===== config.mk =====
export PLATFORM = sky130hd
export DESIGN_NAME = mod_arbiter
export DESIGN_NICKNAME = d
export VERILOG_FILES = /design/src/rtl/mod_arbiter.sv
export SDC_FILE = /design/constraint.sdc
export NUM_CORES = 1
export LEC_CHECK = 0
export ABC_AREA = 1
export CAP_MARGIN = 0
export CORE_AREA = 2 2 460 462
export CTS_CLUSTER_DIAMETER = 150
export DETAILED_ROUTE_END_ITERATION = 10
export DIE_AREA = 0 0 462 464
export GPL_TIMING_DRIVEN = 0
export SYNTH_ARGS = -nofsm -noshare
export SYNTH_HDL_FRONTEND = slang
export SYNTH_SLANG_ARGS = --single-unit

===== constraint.sdc =====
create_clock -name clk -period 52.2 [get_ports clk]
set_input_delay 10.44 -clock clk [delete_from_list [all_inputs] [get_ports clk]]
set_output_delay 10.44 -clock clk [all_outputs]
set_load 0.03 [all_outputs]

===== src/rtl/mod_arbiter.sv =====
// mod_arbiter: shares one modulo unit between two requesters. It arbitrates
// round-robin, runs one transaction at a time through IDLE -> ISSUE -> WAIT ->
// FLUSH -> RESP, resets the modulo unit after every transaction and returns
// the remainder (or an error) to the requester that owns the grant.
module mod_arbiter #(
  parameter int SIZE    = 128,
  parameter int TIMEOUT = 1024
) (
  input  logic            clk,
  input  logic            rst,
  // requester 0
  input  logic [SIZE-1:0] req0_dividen_tdata,
  input  logic [SIZE-1:0] req0_divisor_tdata,
  input  logic            req0_tvalid,
  output logic            req0_tready,
  output logic [SIZE-1:0] res0_tdata,
  output logic            res0_tuser,
  output logic            res0_tvalid,
  input  logic            res0_tready,
  // requester 1
  input  logic [SIZE-1:0] req1_dividen_tdata,
  input  logic [SIZE-1:0] req1_divisor_tdata,
  input  logic            req1_tvalid,
  output logic            req1_tready,
  output logic [SIZE-1:0] res1_tdata,
  output logic            res1_tuser,
  output logic            res1_tvalid,
  input  logic            res1_tready,
  // shared modulo unit
  output logic [SIZE-1:0] mod_dividen_tdata,
  output logic            mod_dividen_tvalid,
  input  logic            mod_dividen_tready,
  output logic [SIZE-1:0] mod_divisor_tdata,
  output logic            mod_divisor_tvalid,
  input  logic            mod_divisor_tready,
  input  logic [SIZE-1:0] mod_result_tdata,
  input  logic            mod_result_tvalid,
  output logic            mod_result_tready,
  output logic            mod_rst,
  // status
  output logic            busy,
  output logic            grant_id
);

  localparam int CW = (TIMEOUT > 1) ? $clog2(TIMEOUT) : 1;
  localparam logic [CW-1:0] CNT_LAST = CW'(TIMEOUT - 1);

  typedef enum logic [2:0] {
    S_IDLE,
    S_ISSUE,
    S_WAIT,
    S_FLUSH,
    S_RESP
  } state_e;

  state_e          state_q, state_d;
  logic            last_grant_q, last_grant_d;
  logic            grant_q, grant_d;
  logic [SIZE-1:0] dvd_q, dvd_d;
  logic [SIZE-1:0] dvs_q, dvs_d;
  logic [SIZE-1:0] res_data_q, res_data_d;
  logic            res_user_q, res_user_d;
  logic [CW-1:0]   cnt_q, cnt_d;
  logic            flush_q, flush_d;
  logic            dvd_done_q, dvd_done_d;
  logic            dvs_done_q, dvs_done_d;

  logic            any_req;
  logic            winner;
  logic            accept;
  logic [SIZE-1:0] sel_dvd;
  logic [SIZE-1:0] sel_dvs;
  logic            dvd_hs;
  logic            dvs_hs;
  logic            res_ready_sel;

  // Round-robin arbitration: a lone requester wins, a tie goes to whoever did not win last.
  assign any_req = req0_tvalid | req1_tvalid;
  assign winner  = (req0_tvalid & req1_tvalid) ? ~last_grant_q : req1_tvalid;
  assign accept  = (state_q == S_IDLE) & any_req;
  assign sel_dvd = winner ? req1_dividen_tdata : req0_dividen_tdata;
  assign sel_dvs = winner ? req1_divisor_tdata : req0_divisor_tdata;

  assign req0_tready = accept & ~winner;
  assign req1_tready = accept &  winner;

  // Each operand channel drops its valid independently once it has been taken.
  assign mod_dividen_tdata  = dvd_q;
  assign mod_divisor_tdata  = dvs_q;
  assign mod_dividen_tvalid = (state_q == S_ISSUE) & ~dvd_done_q;
  assign mod_divisor_tvalid = (state_q == S_ISSUE) & ~dvs_done_q;
  assign dvd_hs             = mod_dividen_tvalid & mod_dividen_tready;
  assign dvs_hs             = mod_divisor_tvalid & mod_divisor_tready;
  assign mod_result_tready  = (state_q == S_WAIT);

  // The modulo unit is held in reset during our own reset and while flushing.
  assign mod_rst = rst | (state_q == S_FLUSH);

  assign res0_tdata    = res_data_q;
  assign res1_tdata    = res_data_q;
  assign res0_tuser    = res_user_q;
  assign res1_tuser    = res_user_q;
  assign res0_tvalid   = (state_q == S_RESP) & ~grant_q;
  assign res1_tvalid   = (state_q == S_RESP) &  grant_q;
  assign res_ready_sel = grant_q ? res1_tready : res0_tready;

  assign busy     = (state_q != S_IDLE);
  assign grant_id = grant_q;

  // Next-state logic for the transaction FSM and its datapath registers.
  always_comb begin
    // NOTE: every _d gets its hold value first so no path through the case can infer a latch.
    state_d      = state_q;
    last_grant_d = last_grant_q;
    grant_d      = grant_q;
    dvd_d        = dvd_q;
    dvs_d        = dvs_q;
    res_data_d   = res_data_q;
    res_user_d   = res_user_q;
    cnt_d        = cnt_q;
    flush_d      = flush_q;
    dvd_done_d   = dvd_done_q;
    dvs_done_d   = dvs_done_q;

    case (state_q)
      S_IDLE: begin
        if (accept) begin
          grant_d    = winner;
          dvd_d      = sel_dvd;
          dvs_d      = sel_dvs;
          dvd_done_d = 1'b0;
          dvs_done_d = 1'b0;
          cnt_d      = '0;
          flush_d    = 1'b0;
          if (sel_dvs == '0) begin
            // Division by zero never reaches the modulo unit.
            res_data_d = '0;
            res_user_d = 1'b1;
            state_d    = S_FLUSH;
          end else begin
            state_d = S_ISSUE;
          end
        end
      end
      S_ISSUE: begin
        dvd_done_d = dvd_done_q | dvd_hs;
        dvs_done_d = dvs_done_q | dvs_hs;
        if (dvd_done_d && dvs_done_d) begin
          state_d = S_WAIT;
        end
      end
      S_WAIT: begin
        if (mod_result_tvalid) begin
          res_data_d = mod_result_tdata;
          res_user_d = 1'b0;
          state_d    = S_FLUSH;
        end else if (cnt_q == CNT_LAST) begin
          res_data_d = '0;
          res_user_d = 1'b1;
          state_d    = S_FLUSH;
        end else begin
          cnt_d = cnt_q + CW'(1);
        end
      end
      S_FLUSH: begin
        // Two cycles: flush_q marks the second one.
        flush_d = 1'b1;
        if (flush_q) begin
          state_d = S_RESP;
        end
      end
      S_RESP: begin
        if (res_ready_sel) begin
          last_grant_d = grant_q;
          state_d      = S_IDLE;
        end
      end
      default: begin
        state_d = S_IDLE;
      end
    endcase
  end

  // Control and result registers with synchronous reset.
  always_ff @(posedge clk) begin
    // NOTE: non-blocking assignments so every register samples pre-edge values.
    if (rst) begin
      state_q      <= S_IDLE;
      last_grant_q <= 1'b1;
      grant_q      <= 1'b0;
      res_data_q   <= '0;
      res_user_q   <= 1'b0;
      cnt_q        <= '0;
      flush_q      <= 1'b0;
      dvd_done_q   <= 1'b0;
      dvs_done_q   <= 1'b0;
    end else begin
      state_q      <= state_d;
      last_grant_q <= last_grant_d;
      grant_q      <= grant_d;
      res_data_q   <= res_data_d;
      res_user_q   <= res_user_d;
      cnt_q        <= cnt_d;
      flush_q      <= flush_d;
      dvd_done_q   <= dvd_done_d;
      dvs_done_q   <= dvs_done_d;
    end
  end

  // Operand latches, loaded only on the request handshake.
  always_ff @(posedge clk) begin
    // NOTE: no reset here; these are only observed after being loaded in ISSUE.
    dvd_q <= dvd_d;
    dvs_q <= dvs_d;
  end

endmodule

Yosys cells after proc, flatten, opt, wreduce, memory -nomap -nowiden
Cells that the tools add are included.
{"block": "word_totals", "reg_bits": 403, "input_bits": 649, "output_inout_bits": 524, "word_cells": 88}
{"block": "op_classes", "n_addsub": 1, "eq_ne": 13, "n_mux": 30, "bitwise_logic": 19, "n_reduce_logical": 14}
{"op": "$mux 128", "n": 6}
{"op": "$pmux 128 s2", "n": 1}
{"op": "$logic_not 128->1", "n": 1}
{"op": "$mux 10", "n": 3}
{"op": "$pmux 10 s2", "n": 1}
{"op": "$mux 3", "n": 6}
{"op": "$pmux 3 s5", "n": 1}
{"op": "$add 10x1->10 const B", "n": 1}
{"op": "$and 1x1->1", "n": 10}
{"op": "$eq 10x10->1 const B", "n": 1}
{"op": "$ne 2x2->1 const B", "n": 5}
{"op": "$pmux 1 s2", "n": 4}
{"op": "$reduce_and 2->1", "n": 4}
{"op": "$reduce_and 4->1", "n": 2}
{"op": "$mux 1", "n": 7}
{"op": "$eq 3x2->1 const B", "n": 2}
{"op": "$reduce_bool 2->1", "n": 3}
{"op": "$not 1->1", "n": 5}
{"op": "$reduce_and 5->1", "n": 1}
{"op": "$ne 2x1->1 const B", "n": 2}
{"op": "$or 1x1->1", "n": 4}
{"op": "$eq 3x1->1 const B", "n": 1}
{"op": "$eq 3x3->1 const B", "n": 1}
{"op": "$logic_not 3->1", "n": 1}
{"op": "4 further kinds", "n": 4}

Longest topological paths before layout
{"block": "logic_depth", "ltp_word": 7, "mapped_depth": 19, "depth_no_buf": 16}

Worst setup path before layout
No wires, ideal clock.
{"block": "synth_path", "kind": "input port to output port", "start": "in req1_tvalid", "end": "out req0_tready", "t_arrival_ps": 23790, "required_ps": 41760, "slack_ps": 17970, "stages": 6, "n_path_buf": 2, "path_cell_list": "buf_2 > buf_1 > nor2_1 > nor2_1 > inv_1 > nor2_1"}
{"block": "synth_via", "elab_chain_len": 4, "elab_cells_between_ends": 6, "classes_between": "1 x mux; 5 x bitwise"}
{"element": "from (decl)", "line_no": "23", "source": "input logic req1_tvalid,"}
{"element": "$and 1x1->1", "line_no": "79", "source": "assign winner = (req0_tvalid & req1_tvalid) ? ~last_grant_q : req1_tvalid;"}
{"element": "$mux 1", "line_no": "79"}
{"element": "$not 1->1", "line_no": "84", "source": "assign req0_tready = accept & ~winner;"}
{"element": "$and 1x1->1 (*)", "line_no": "84"}
{"element": "to (decl)", "line_no": "15", "source": "output logic req0_tready,"}
Every way passes the cells marked *; elsewhere a longest branch is shown, timed or not.

Final worst setup path
{"block": "layout_path", "start": "in req0_tvalid", "end": "out req1_tready"}
{"block": "layout_via", "elab_chain_len": 3, "elab_cells_between_ends": 5, "classes_between": "1 x mux; 4 x bitwise"}
{"element": "from (decl)", "line_no": "14", "source": "input logic req0_tvalid,"}
{"element": "$or 1x1->1 or $and 1x1->1 (tied branches)", "line_no": "78, 79"}
{"element": "$and 1x1->1 or $mux 1 (tied branches)", "line_no": "80, 79"}
{"element": "$and 1x1->1 (*)", "line_no": "85", "source": "assign req1_tready = accept & winner;"}
{"element": "to (decl)", "line_no": "24", "source": "output logic req1_tready,"}
Marked as above.

==> metrics <==
DRT antenna net count 0; post-synthesis sequential area ratio 53.2%; Syn Nets 3182; clk slew on worst S/H paths 0.05 ns; RSZ-0062 raised after global routing no; Comb pwr share 50.6%; post-cts sizing count 0; R2R Setup Slk 47.21 ns; drt first pass iters 6; Synth top area share 38.5%; final WL 177 mm; Cell variety after synth 31; clk sinks 403; deepest clock path buffer count 3; Max Fanout on Critical Path 10; # DRC 0; peak supply drop 0.0308 mV; Critical Path End Type output port; Avg Cell Area, Syn 7.89 sq um; core area 0.209 sq mm; CP Launch Type input port; DIE WIDTH 462 um; hold buffer count at cts 0; WHS 0.469 ns; IO Pins 1173; Yosys top cell by area edfxtp_1; WP data arrival 14.21 ns; hpwl dp 155 mm; # nets final 4418; Max Cap Viol 0; f_max 40.6 MHz; data required time at the worst endpoint 41.76 ns; die area 0.214 sq mm; clock root cell clkbuf_16; worst hold path class reg2reg; CTS tree built; row count 168; antenna violations before repair 121; pwr/cell area 49.6 mW/mm^2; Setup Total Neg Slack 0 ns; Post-CTS Setup Inserts 0; total congestion overflow 0; Sw Pwr 0.818 mW; Final Skew 0.0487 ns; Final Hold Fails 0; H-Tree Level Count 2; Post-Syn Area 0.0200 sq mm; share of layout cells above drive strength 1 7.29%; Synth warnings 0; Sw Ratio 44.2%; via count 23.0k; Detailed Route Iter0 Violations 2018; final setup violating endpoints 0; max_slew headroom 14.7%; Die Ht 464 um; P_leak 14.8 nW; synth-to-layout area growth 86.9%; worst skew pair latency 0.69 ns; top post-synthesis cells by area edfxtp_1 38%, nand2_1 18%, dfxtp_1 15%; Seq pwr share 28.2%; part of the power in the clock network 21.2%; Total GRT Usage 15.7%; drt wl/cell 26.6 um; worst slew pin tran 1.28 ns; Final Cycle Share 47.2%; fill cell count 23.6k; Yosys reg bits 403; status complete, no violations; port buffer count 1170; clock buffer count from CTS 54; pin count of the biggest net entering global routing 35; Vias/cell 3.47; cells after synthesis 2532; critical path type in2out; Int Pwr 1.03 mW; Tmin final 24.65 ns; first-pass GRT wire length 221 mm; Pins Over Slew Limit 0; Placer Congestion 1.00; vias in the first global route 22.4k; Initial Utilization 9.55%
critical path: stages:
cell and delay [ns]:
clkdlybuf4s50_1 0.50, nand2_2 0.29, nand2_4 0.24, buf_6 0.17, clkbuf_1 0.73, buf_1 0.86
nor2_1 0.18, clkdlybuf4s50_1 0.71
sequential cells by signal, indices dropped and copies added (netlist names):
signal	count
res0_tuser	1
state_q	3
flush_q	1
mod_dividen_tdata	128
grant_id	1
res0_tdata	128
last_grant_q	1
dvs_done_q	1
cnt_q	10
dvd_done_q	1
mod_divisor_tdata	128
final cells by class:
class                   count  area (sq um)  area share (%)
repair buffers           1180         11900            31.9
inverters                 264           991            2.65
diodes                     33          82.6           0.221
multi-input cells        1592          6740            18.0
flip-flops and latches    403         10600            28.5
clock inverters            27           312           0.835
well taps                2805          3510            9.40
clock buffers              72          1520            4.08
plain buffers             273          1620            4.35
metal layers:
metal,up-vias,share of wire (%),global-route usage (%)
met5,-,0.28,0
li1,10300,-,-
met4,72,5.3,7.48
met1,10900,37,17.7
met2,1411,46,26.1
met3,322,11,5.85
synth_stat cells (all sizes together):
master / count
o21ai: 56
edfxtp: 256
o22a: 1
nand3: 130
o31ai: 1
nor2: 218
a31oi: 1
o21bai: 1
buf: 193
nand4: 2
clkbuf: 80
o221ai: 1
a211oi: 2
dfxtp: 147
nand2: 959
nor3: 8
or2: 10
nand3b: 67
a21oi: 133
ha: 1
inv: 264
xor2: 1
layout by cell type, fill, tap and decap left out, types with 3 or more instances in the layout:
cell / n
clkdlybuf4s50_1: 1170
nand2_1: 955
inv_1: 262
edfxtp_1: 256
nor2_1: 217
buf_4: 148
dfxtp_1: 147
a21oi_1: 133
nand3_1: 130
clkbuf_1: 90
nand3b_1: 67
clkbuf_16: 56
o21ai_0: 37
diode_2: 33
buf_2: 23
buf_1: 20
o21ai_1: 19
nor3_1: 8
buf_12: 8
or2_1: 6
clkbuf_8: 6
clkinv_4: 5
clkinv_1: 5
clkinv_2: 4
nand2_2: 3
or2_2: 3
inv_6: 3
bufinv_16: 3
metrics by stage:
stage                     utilization (%)  instance area [sq um]  cells  power (mW)  setup WS, ns
after global routing                 17.8                  37300   6632        1.93         27.44
final                                17.8                  37300   6649        1.85         27.55
after CTS                            17.8                  37300   6616        1.87         27.40
after detailed placement             16.9                  35400   6517        1.47         27.43
after global placement               16.8                  35200   6507        1.52          8.46
after floorplan                         -                  20000   2532        1.02         17.97
power by group through the flow:
stage / Combinational [mW] / Clock (mW) / Sequential [mW]
CTS: 0.945 / 0.404 / 0.521
detailed placement: 0.940 / 0 / 0.526
floorplan: 0.292 / 0 / 0.731
finish: 0.936 / 0.393 / 0.521
global placement: 0.915 / 0 / 0.601
global route: 0.983 / 0.414 / 0.530
final timing paths:
check / cells after the start / startpoint / to
min: 2 / cnt_q[8] / cnt_q[8]
max reg2reg: 18 / last_grant_q / res0_tdata[16]
max: 8 / req0_tvalid / req1_tready
min reg2reg: 2 / cnt_q[8] / cnt_q[8]
cells by family (layout without fill, tap and decap cells):
logic type               Yosys count  count (layout)  synth area share [%]
XOR/XNOR                           1               1                0.0439
flip-flops                       403             403                  53.2
AO/OA/AOI/OAI                    196             196                  5.04
other                              0              33                     0
adder cells (fa/ha/maj)            1               1                0.0626
AND/OR/NAND/NOR                 1394            1394                  28.5
buffers and inverters            537            1816                  13.1
(Power assumes the default switching activity.)
